**src/rtl/adder_issue_ctrl_if.sv**
```systemverilog
// adder_issue_ctrl_if: operand, adder and result ports of the adder issue controller
interface adder_issue_ctrl_if #(parameter int W = 16);
  logic         in_valid;
  logic         in_ready;
  logic [W-1:0] in_a;
  logic [W-1:0] in_b;
  logic [W-1:0] add_a;
  logic [W-1:0] add_b;
  logic         add_en;
  logic [W-1:0] add_sum;
  logic         add_cout;
  logic         res_valid;
  logic         res_ready;
  logic [W-1:0] res_sum;
  logic         res_cout;
  logic         chk_err;
  modport master (
    input  in_valid, in_a, in_b, add_sum, add_cout, res_ready,
    output in_ready, add_a, add_b, add_en, res_valid, res_sum, res_cout, chk_err
  );
  modport slave (
    output in_valid, in_a, in_b, add_sum, add_cout, res_ready,
    input  in_ready, add_a, add_b, add_en, res_valid, res_sum, res_cout, chk_err
  );
endinterface

```
**src/rtl/adder_issue_ctrl.sv**
```systemverilog
// adder_issue_ctrl: FIFO-buffered issue sequencer for the enable-latched carry adder.
// Define ADDER_ISSUE_CHECK_EN to add a sticky reference-adder check on each captured result.
module adder_issue_ctrl #(
  parameter int W      = 16,
  parameter int DEPTH  = 4,
  parameter int SETTLE = 5
) (
  input logic clk,
  input logic rst,
  adder_issue_ctrl_if.master io
);
  localparam int AW = $clog2(DEPTH);
  localparam int CW = $clog2(SETTLE + 1);
  typedef enum logic [1:0] {S_IDLE, S_LOAD, S_SETTLE, S_HOLD} state_t;
  state_t        state_q, state_d;
  logic [CW-1:0] cnt_q, cnt_d;
  logic [AW:0]   wr_q, wr_d, rd_q, rd_d;
  logic [W-1:0]  mem_a_q [DEPTH];
  logic [W-1:0]  mem_b_q [DEPTH];
  logic [W-1:0]  add_a_q, add_a_d, add_b_q, add_b_d, res_sum_q, res_sum_d;
  logic          res_cout_q, res_cout_d, res_valid_q, res_valid_d;
  logic          empty, full, push, pop, capture;
  assign empty   = wr_q == rd_q;
  assign full    = (wr_q[AW] != rd_q[AW]) && (wr_q[AW-1:0] == rd_q[AW-1:0]);
  assign push    = io.in_valid && io.in_ready;
  assign pop     = !empty && (state_q == S_IDLE || (state_q == S_HOLD && io.res_ready));
  assign capture = state_q == S_SETTLE && cnt_q == '0;
  assign wr_d    = wr_q + (AW+1)'(push);
  assign rd_d    = rd_q + (AW+1)'(pop);
  always_comb begin
    state_d     = state_q;
    cnt_d       = cnt_q;
    add_a_d     = add_a_q;
    add_b_d     = add_b_q;
    res_valid_d = res_valid_q;
    res_sum_d   = res_sum_q;
    res_cout_d  = res_cout_q;
    case (state_q)
      S_LOAD: begin
        state_d = S_SETTLE;
        cnt_d   = CW'(SETTLE - 1);
      end
      S_SETTLE: begin
        cnt_d       = capture ? cnt_q : cnt_q - CW'(1);
        state_d     = capture ? S_HOLD : S_SETTLE;
        res_valid_d = capture ? 1'b1 : res_valid_q;
        res_sum_d   = capture ? io.add_sum : res_sum_q;
        res_cout_d  = capture ? io.add_cout : res_cout_q;
      end
      S_HOLD: begin
        state_d     = io.res_ready ? S_IDLE : S_HOLD;
        res_valid_d = !io.res_ready;
      end
      default: ;
    endcase
    // a pop always launches a new issue, overriding IDLE/HOLD exits
    if (pop) begin
      state_d = S_LOAD;
      add_a_d = mem_a_q[rd_q[AW-1:0]];
      add_b_d = mem_b_q[rd_q[AW-1:0]];
    end
  end
  always_ff @(posedge clk) begin
    if (rst) begin
      state_q     <= S_IDLE;
      cnt_q       <= '0;
      wr_q        <= '0;
      rd_q        <= '0;
      add_a_q     <= '0;
      add_b_q     <= '0;
      res_valid_q <= 1'b0;
      res_sum_q   <= '0;
      res_cout_q  <= 1'b0;
    end else begin
      state_q     <= state_d;
      cnt_q       <= cnt_d;
      wr_q        <= wr_d;
      rd_q        <= rd_d;
      add_a_q     <= add_a_d;
      add_b_q     <= add_b_d;
      res_valid_q <= res_valid_d;
      res_sum_q   <= res_sum_d;
      res_cout_q  <= res_cout_d;
    end
  end
  always_ff @(posedge clk) begin
    if (push) begin
      mem_a_q[wr_q[AW-1:0]] <= io.in_a;
      mem_b_q[wr_q[AW-1:0]] <= io.in_b;
    end
  end
  assign io.in_ready  = !full && !rst;
  assign io.add_a     = add_a_q;
  assign io.add_b     = add_b_q;
  assign io.add_en    = state_q == S_LOAD;
  assign io.res_valid = res_valid_q;
  assign io.res_sum   = res_sum_q;
  assign io.res_cout  = res_cout_q;
`ifdef ADDER_ISSUE_CHECK_EN
  logic         chk_q, chk_d;
  logic [W:0]   ref_sum;
  assign ref_sum = {1'b0, add_a_q} + {1'b0, add_b_q};
  assign chk_d   = chk_q || (capture && ref_sum != {io.add_cout, io.add_sum});
  always_ff @(posedge clk) begin
    chk_q <= rst ? 1'b0 : chk_d;
  end
  assign io.chk_err = chk_q;
`else
  assign io.chk_err = 1'b0;
`endif
endmodule

```
**src/flat_wrapper.sv**
```systemverilog
// flat-port wrapper written by rule: the top's interface ports become plain ports
module adder_issue_ctrl_flat 
#(
  parameter int W      = 16,
  parameter int DEPTH  = 4,
  parameter int SETTLE = 5
)
  (clk, rst, io_in_valid, io_in_a, io_in_b, io_add_sum, io_add_cout, io_res_ready, io_in_ready, io_add_a, io_add_b, io_add_en, io_res_valid, io_res_sum, io_res_cout, io_chk_err);
  adder_issue_ctrl_if #(.W(W)) io_i ();
  input logic clk;
  input logic rst;
  input wire logic [$bits(io_i.in_valid)-1:0] io_in_valid;
  input wire logic [$bits(io_i.in_a)-1:0] io_in_a;
  input wire logic [$bits(io_i.in_b)-1:0] io_in_b;
  input wire logic [$bits(io_i.add_sum)-1:0] io_add_sum;
  input wire logic [$bits(io_i.add_cout)-1:0] io_add_cout;
  input wire logic [$bits(io_i.res_ready)-1:0] io_res_ready;
  output wire logic [$bits(io_i.in_ready)-1:0] io_in_ready;
  output wire logic [$bits(io_i.add_a)-1:0] io_add_a;
  output wire logic [$bits(io_i.add_b)-1:0] io_add_b;
  output wire logic [$bits(io_i.add_en)-1:0] io_add_en;
  output wire logic [$bits(io_i.res_valid)-1:0] io_res_valid;
  output wire logic [$bits(io_i.res_sum)-1:0] io_res_sum;
  output wire logic [$bits(io_i.res_cout)-1:0] io_res_cout;
  output wire logic [$bits(io_i.chk_err)-1:0] io_chk_err;
  assign io_i.in_valid = io_in_valid;
  assign io_i.in_a = io_in_a;
  assign io_i.in_b = io_in_b;
  assign io_i.add_sum = io_add_sum;
  assign io_i.add_cout = io_add_cout;
  assign io_i.res_ready = io_res_ready;
  assign io_in_ready = io_i.in_ready;
  assign io_add_a = io_i.add_a;
  assign io_add_b = io_i.add_b;
  assign io_add_en = io_i.add_en;
  assign io_res_valid = io_i.res_valid;
  assign io_res_sum = io_i.res_sum;
  assign io_res_cout = io_i.res_cout;
  assign io_chk_err = io_i.chk_err;
  adder_issue_ctrl #(.W(W), .DEPTH(DEPTH), .SETTLE(SETTLE)) u_core (.clk(clk), .rst(rst), .io(io_i));
endmodule
```
**config.mk**
```make
export PLATFORM = sky130hd
export DESIGN_NAME = adder_issue_ctrl_flat
export DESIGN_NICKNAME = d
export VERILOG_FILES = /design/src/rtl/adder_issue_ctrl_if.sv /design/src/rtl/adder_issue_ctrl.sv /design/src/flat_wrapper.sv
export SDC_FILE = /design/constraint.sdc
export NUM_CORES = 1
export LEC_CHECK = 0
export ABC_CLOCK_PERIOD_IN_PS = 4550
export CAP_MARGIN = 5
export CORE_UTILIZATION = 35
export DETAILED_ROUTE_END_ITERATION = 12
export GPL_TIMING_DRIVEN = 0
export SYNTH_ARGS = -nofsm -noshare
export SYNTH_HDL_FRONTEND = slang
export SYNTH_SLANG_ARGS = --single-unit
export TNS_END_PERCENT = 5
```
**constraint.sdc**
```tcl
create_clock -name clk -period 4.55 [get_ports clk]
set_input_delay 0.455 -clock clk [delete_from_list [all_inputs] [get_ports clk]]
set_output_delay 0.455 -clock clk [all_outputs]
set_load 0.01 [all_outputs]
```
==> impl_metrics.sql <==
INSERT INTO impl_metrics (metric_group, metric, value, unit) VALUES
('cts', 'cts_max_path_buffers', '2', ''),
('logic_synthesis', 'synth-compound-area-share', '4.64', '%'),
('timing', 'count_of_endpoints_failing_setup_in_the_final_report', '0', ''),
('global_route', 'first_global_vias', '4198', ''),
('global_route', 'track_usage', '14.4', '%'),
('placed_design', 'dp_hpwl', '9660', 'um'),
('placed_design', 'placement.io_buffers', '103', ''),
('global_route', 'antenna_found_initial', '0', ''),
('worst_setup_path', 'timing.critical_path.slowest_stage_cell', 'sky130_fd_sc_hd__nor3b_2', ''),
('global_route', 'grt_pass1_wl', '21500', 'um'),
('power', 'vdd.ir_drop.worst', '0.311', 'mV'),
('timing', 'rsz0062_at_grt', 'false', ''),
('route', 'first_pass_iters', '4', ''),
('worst_setup_path', 'crit_fanout', '9', ''),
('run_status', 'result_of_the_run', 'finished clean', ''),
('logic_synthesis', 'post_synth_num_cell_types', '30', ''),
('route', 'detail_route.wl_per_cell', '16.2', 'um'),
('worst_setup_path', 'arrival_time_of_the_worst_setup_path', '2880', 'ps'),
('logic_synthesis', 'main_combinational_cell_family_by_area_after_synthesis', 'multiplexers', ''),
('layout', 'register_area', '5060', 'um2'),
('logic_synthesis', 'synth_xor_area_share', '0.631', '%'),
('logic_synthesis', 'synthesis.area_per_instance', '15.1', 'um2'),
('timing', 'final.min_clock_period', '2730', 'ps'),
('logic_synthesis', 'syn_inst', '460', ''),
('run', 'max_cap_viol_count', '0', ''),
('global_route', 'global_route_total_overflow', '0', ''),
('floorplan', 'fp.dieH', '143', 'um'),
('layout', 'finish.utilization', '46.6', '%'),
('worst_setup_path', 'timing.setup.critical_path_class', 'reg2reg', ''),
('route', 'drt_iter0_markers', '203', ''),
('timing', 'layout_worst_path_cycle_share', '60.0', '%'),
('floorplan', 'die_area', '20400', 'um2'),
('logic_synthesis', 'synth.ff_latch_count', '189', ''),
('route', 'detailroute.via_count', '4090', ''),
('layout', 'diode_count', '0', ''),
('route', 'drcViolationCount', '0', ''),
('layout', 'fin_area', '9060', 'um2'),
('timing', 'final_max_slew_viol_count', '0', ''),
('logic_synthesis', 'yosysWarnings', '0', ''),
('layout', 'drive_above_1_share', '16.2', '%'),
('route', 'drt.antenna.violating_nets', '0', ''),
('timing', 'hold-worst-slack', '453', 'ps'),
('cts', 'post_cts.repair.setup_buffers', '0', ''),
('cts', 'clock_tree_from_tritoncts', 'done', ''),
('worst_setup_path', 'cp.required', '4700', 'ps'),
('worst_setup_path', 'crit_path_max_incr_delay', '730', 'ps'),
('min_path', 'hold_wc_path_type', 'reg2reg', ''),
('cts', 'clock_sink_count', '189', ''),
('cts', 'tritoncts.num_buffers', '17', ''),
('power', 'power.density', '531', 'nW/um2'),
('logic_synthesis', 'post-synth-top-area-cell', 'sky130_fd_sc_hd__edfxtp_1', ''),
('timing', 'fmax', '0.366', 'GHz'),
('cts', 'path_clk_slew', '70', 'ps'),
('logic_synthesis', 'post_synth_fa_ha_maj_area_fraction', '1.08', '%'),
('power', 'lkg_pwr', '3.00', 'nW'),
('cts', 'cts.hold.buffers_added', '0', ''),
('logic_synthesis', 'synthSimpleGateAreaFrac', '8.06', '%'),
('layout', 'layout_nets', '651', ''),
('logic_synthesis', 'multiplexer_share_of_the_synthesized_area', '10.4', '%'),
('floorplan', 'placement_rows', '51', ''),
('layout', 'syn2layout_area_growth', '30.7', '%'),
('layout', 'layout.filler_cells', '1715', ''),
('global_route', 'maximum_number_of_pins_on_one_net_before_global_route_repair', '23', ''),
('floorplan', 'floorplan.core_area', '19500', 'um2'),
('layout', 'instances_no_fill', '870', ''),
('worst_setup_path', 'worstPathCellList', 'buf_2, xnor2_1, and3b_1, or3b_4, nor3b_2, buf_6, buf_6', ''),
('logic_synthesis', 'sequential_share_of_the_synthesized_area', '73.0', '%'),
('placed_design', 'postPlaceCellArea', '8440', 'um2'),
('route', 'detail_route.vias_per_cell', '4.70', ''),
('cts', 'cts-resized-gates', '0', ''),
('placed_design', 'gpl.final_weighted_congestion', '0.750', '');
==> per-layer routing <==
layer  part of all wire [%]  global-route usage, %
met4                    1.6                   5.60
met5                      0                      0
met3                    5.6                   4.29
met2                     52                   25.3
met1                     41                   16.5
==> cell families (layout without fill, tap and decap cells) <==
logic type      Yosys count  count (layout)
flops                   189             189
simple gates            134             134
compound gates           61              61
mux                      32              32
buf+inv                  32             177
fa+ha+maj                 6               6
xor+xnor                  5               5
other cells               1               1
==> sequential cells by signal, summed over array words and instances (netlist names), 2 cells and up <==
signal	count
u_core.mem_a_q	64
u_core.wr_q	3
u_core.io.res_sum	16
u_core.mem_b_q	64
u_core.rd_q	3
u_core.state_q	2
u_core.cnt_q	3
u_core.io.add_b	16
u_core.io.add_a	16
==> final cells by class <==
| class | count | area share (%) |
|---|---|---|
| multi-input combinational | 239 | 19.2 |
| tap | 265 | 3.66 |
| sequential | 189 | 55.9 |
| clock buffer | 17 | 4.69 |
| buffer | 26 | 1.37 |
| timing repair buffer | 113 | 12.8 |
| inverter | 6 | 0.249 |
| clock inverter | 15 | 2.18 |
==> worst max-delay path, delay by kind of cell (launching register included) <==
kind	cells	cell delay [ps]
flip-flops	1	340
buffers and inverters	3	620
XOR/XNOR	1	130
AND/OR/NAND/NOR	3	1350
==> cell usage in the layout (no fill, tap or decap), types with 2 or more instances in the layout <==
cell type / instances
sky130_fd_sc_hd__inv_6: 2
sky130_fd_sc_hd__nor3_2: 2
sky130_fd_sc_hd__o21ai_0: 2
sky130_fd_sc_hd__clkdlybuf4s50_1: 103
sky130_fd_sc_hd__bufinv_16: 2
sky130_fd_sc_hd__nor3b_2: 2
sky130_fd_sc_hd__buf_2: 12
sky130_fd_sc_hd__clkinvlp_4: 2
sky130_fd_sc_hd__buf_4: 3
sky130_fd_sc_hd__clkinv_8: 2
sky130_fd_sc_hd__nor3_1: 2
sky130_fd_sc_hd__ha_1: 6
sky130_fd_sc_hd__nand3_1: 3
sky130_fd_sc_hd__inv_2: 2
sky130_fd_sc_hd__edfxtp_1: 128
sky130_fd_sc_hd__dfxtp_1: 61
sky130_fd_sc_hd__mux4_2: 32
sky130_fd_sc_hd__inv_1: 4
sky130_fd_sc_hd__buf_6: 8
sky130_fd_sc_hd__clkbuf_16: 17
sky130_fd_sc_hd__clkbuf_1: 11
sky130_fd_sc_hd__a21oi_1: 53
sky130_fd_sc_hd__nor2_1: 8
sky130_fd_sc_hd__xnor2_1: 5
sky130_fd_sc_hd__nor2b_1: 6
sky130_fd_sc_hd__a21o_1: 2
sky130_fd_sc_hd__inv_8: 6
sky130_fd_sc_hd__nand2_1: 106
==> final timing paths <==
check                           start                   end  slack, ps  depth (start not counted)
setup reg to reg       u_core.rd_q[1]  u_core.mem_b_q[1][7]       1820                          7
hold reg to reg   u_core.io.add_a[11]   u_core.io.add_a[11]        450                          2
hold / removal    u_core.io.add_a[11]   u_core.io.add_a[11]        450                          2
setup / recovery       u_core.rd_q[1]  u_core.mem_b_q[1][7]       1820                          7
==> power by group <==
| group | switching (mW) | leakage (nW) | internal (mW) |
|---|---|---|---|
| combinational | 0.602 | 1.04 | 0.574 |
| clock | 0.690 | 0.301 | 0.843 |
| sequential | 0.0944 | 1.66 | 2.01 |
| total | 1.39 | 3.00 | 3.43 |
==> per-stage QoR <==
stage | setup TNS, ps | worst slack (ps) | power [mW]
2_1_floorplan | 0 | 497 | 2.80
3_3_place_gp | -155860 | -1740 | 3.31
4_1_cts | 0 | 1790 | 4.88
6_report | 0 | 1820 | 4.82
3_5_place_dp | 0 | 1750 | 3.35
5_1_grt | 0 | 1670 | 5.05
==> cells in the mapped netlist, drive strengths merged <==
library cell / instances
a21o: 2
and3: 1
buf: 15
dfxtp: 61
ha: 6
nor3: 4
o21ai: 2
and3b: 1
a22oi: 1
edfxtp: 128
a31oi: 1
conb: 1
a32o: 1
nor2: 8
or3b: 1
a21oi: 53
or2: 1
nor3b: 2
mux4: 32
xnor2: 5
nand3: 3
clkbuf: 11
o31ai: 1
nor2b: 6
nand2b: 1
nand2: 106
inv: 6
Note: power is estimated with default switching activity, not from simulation.
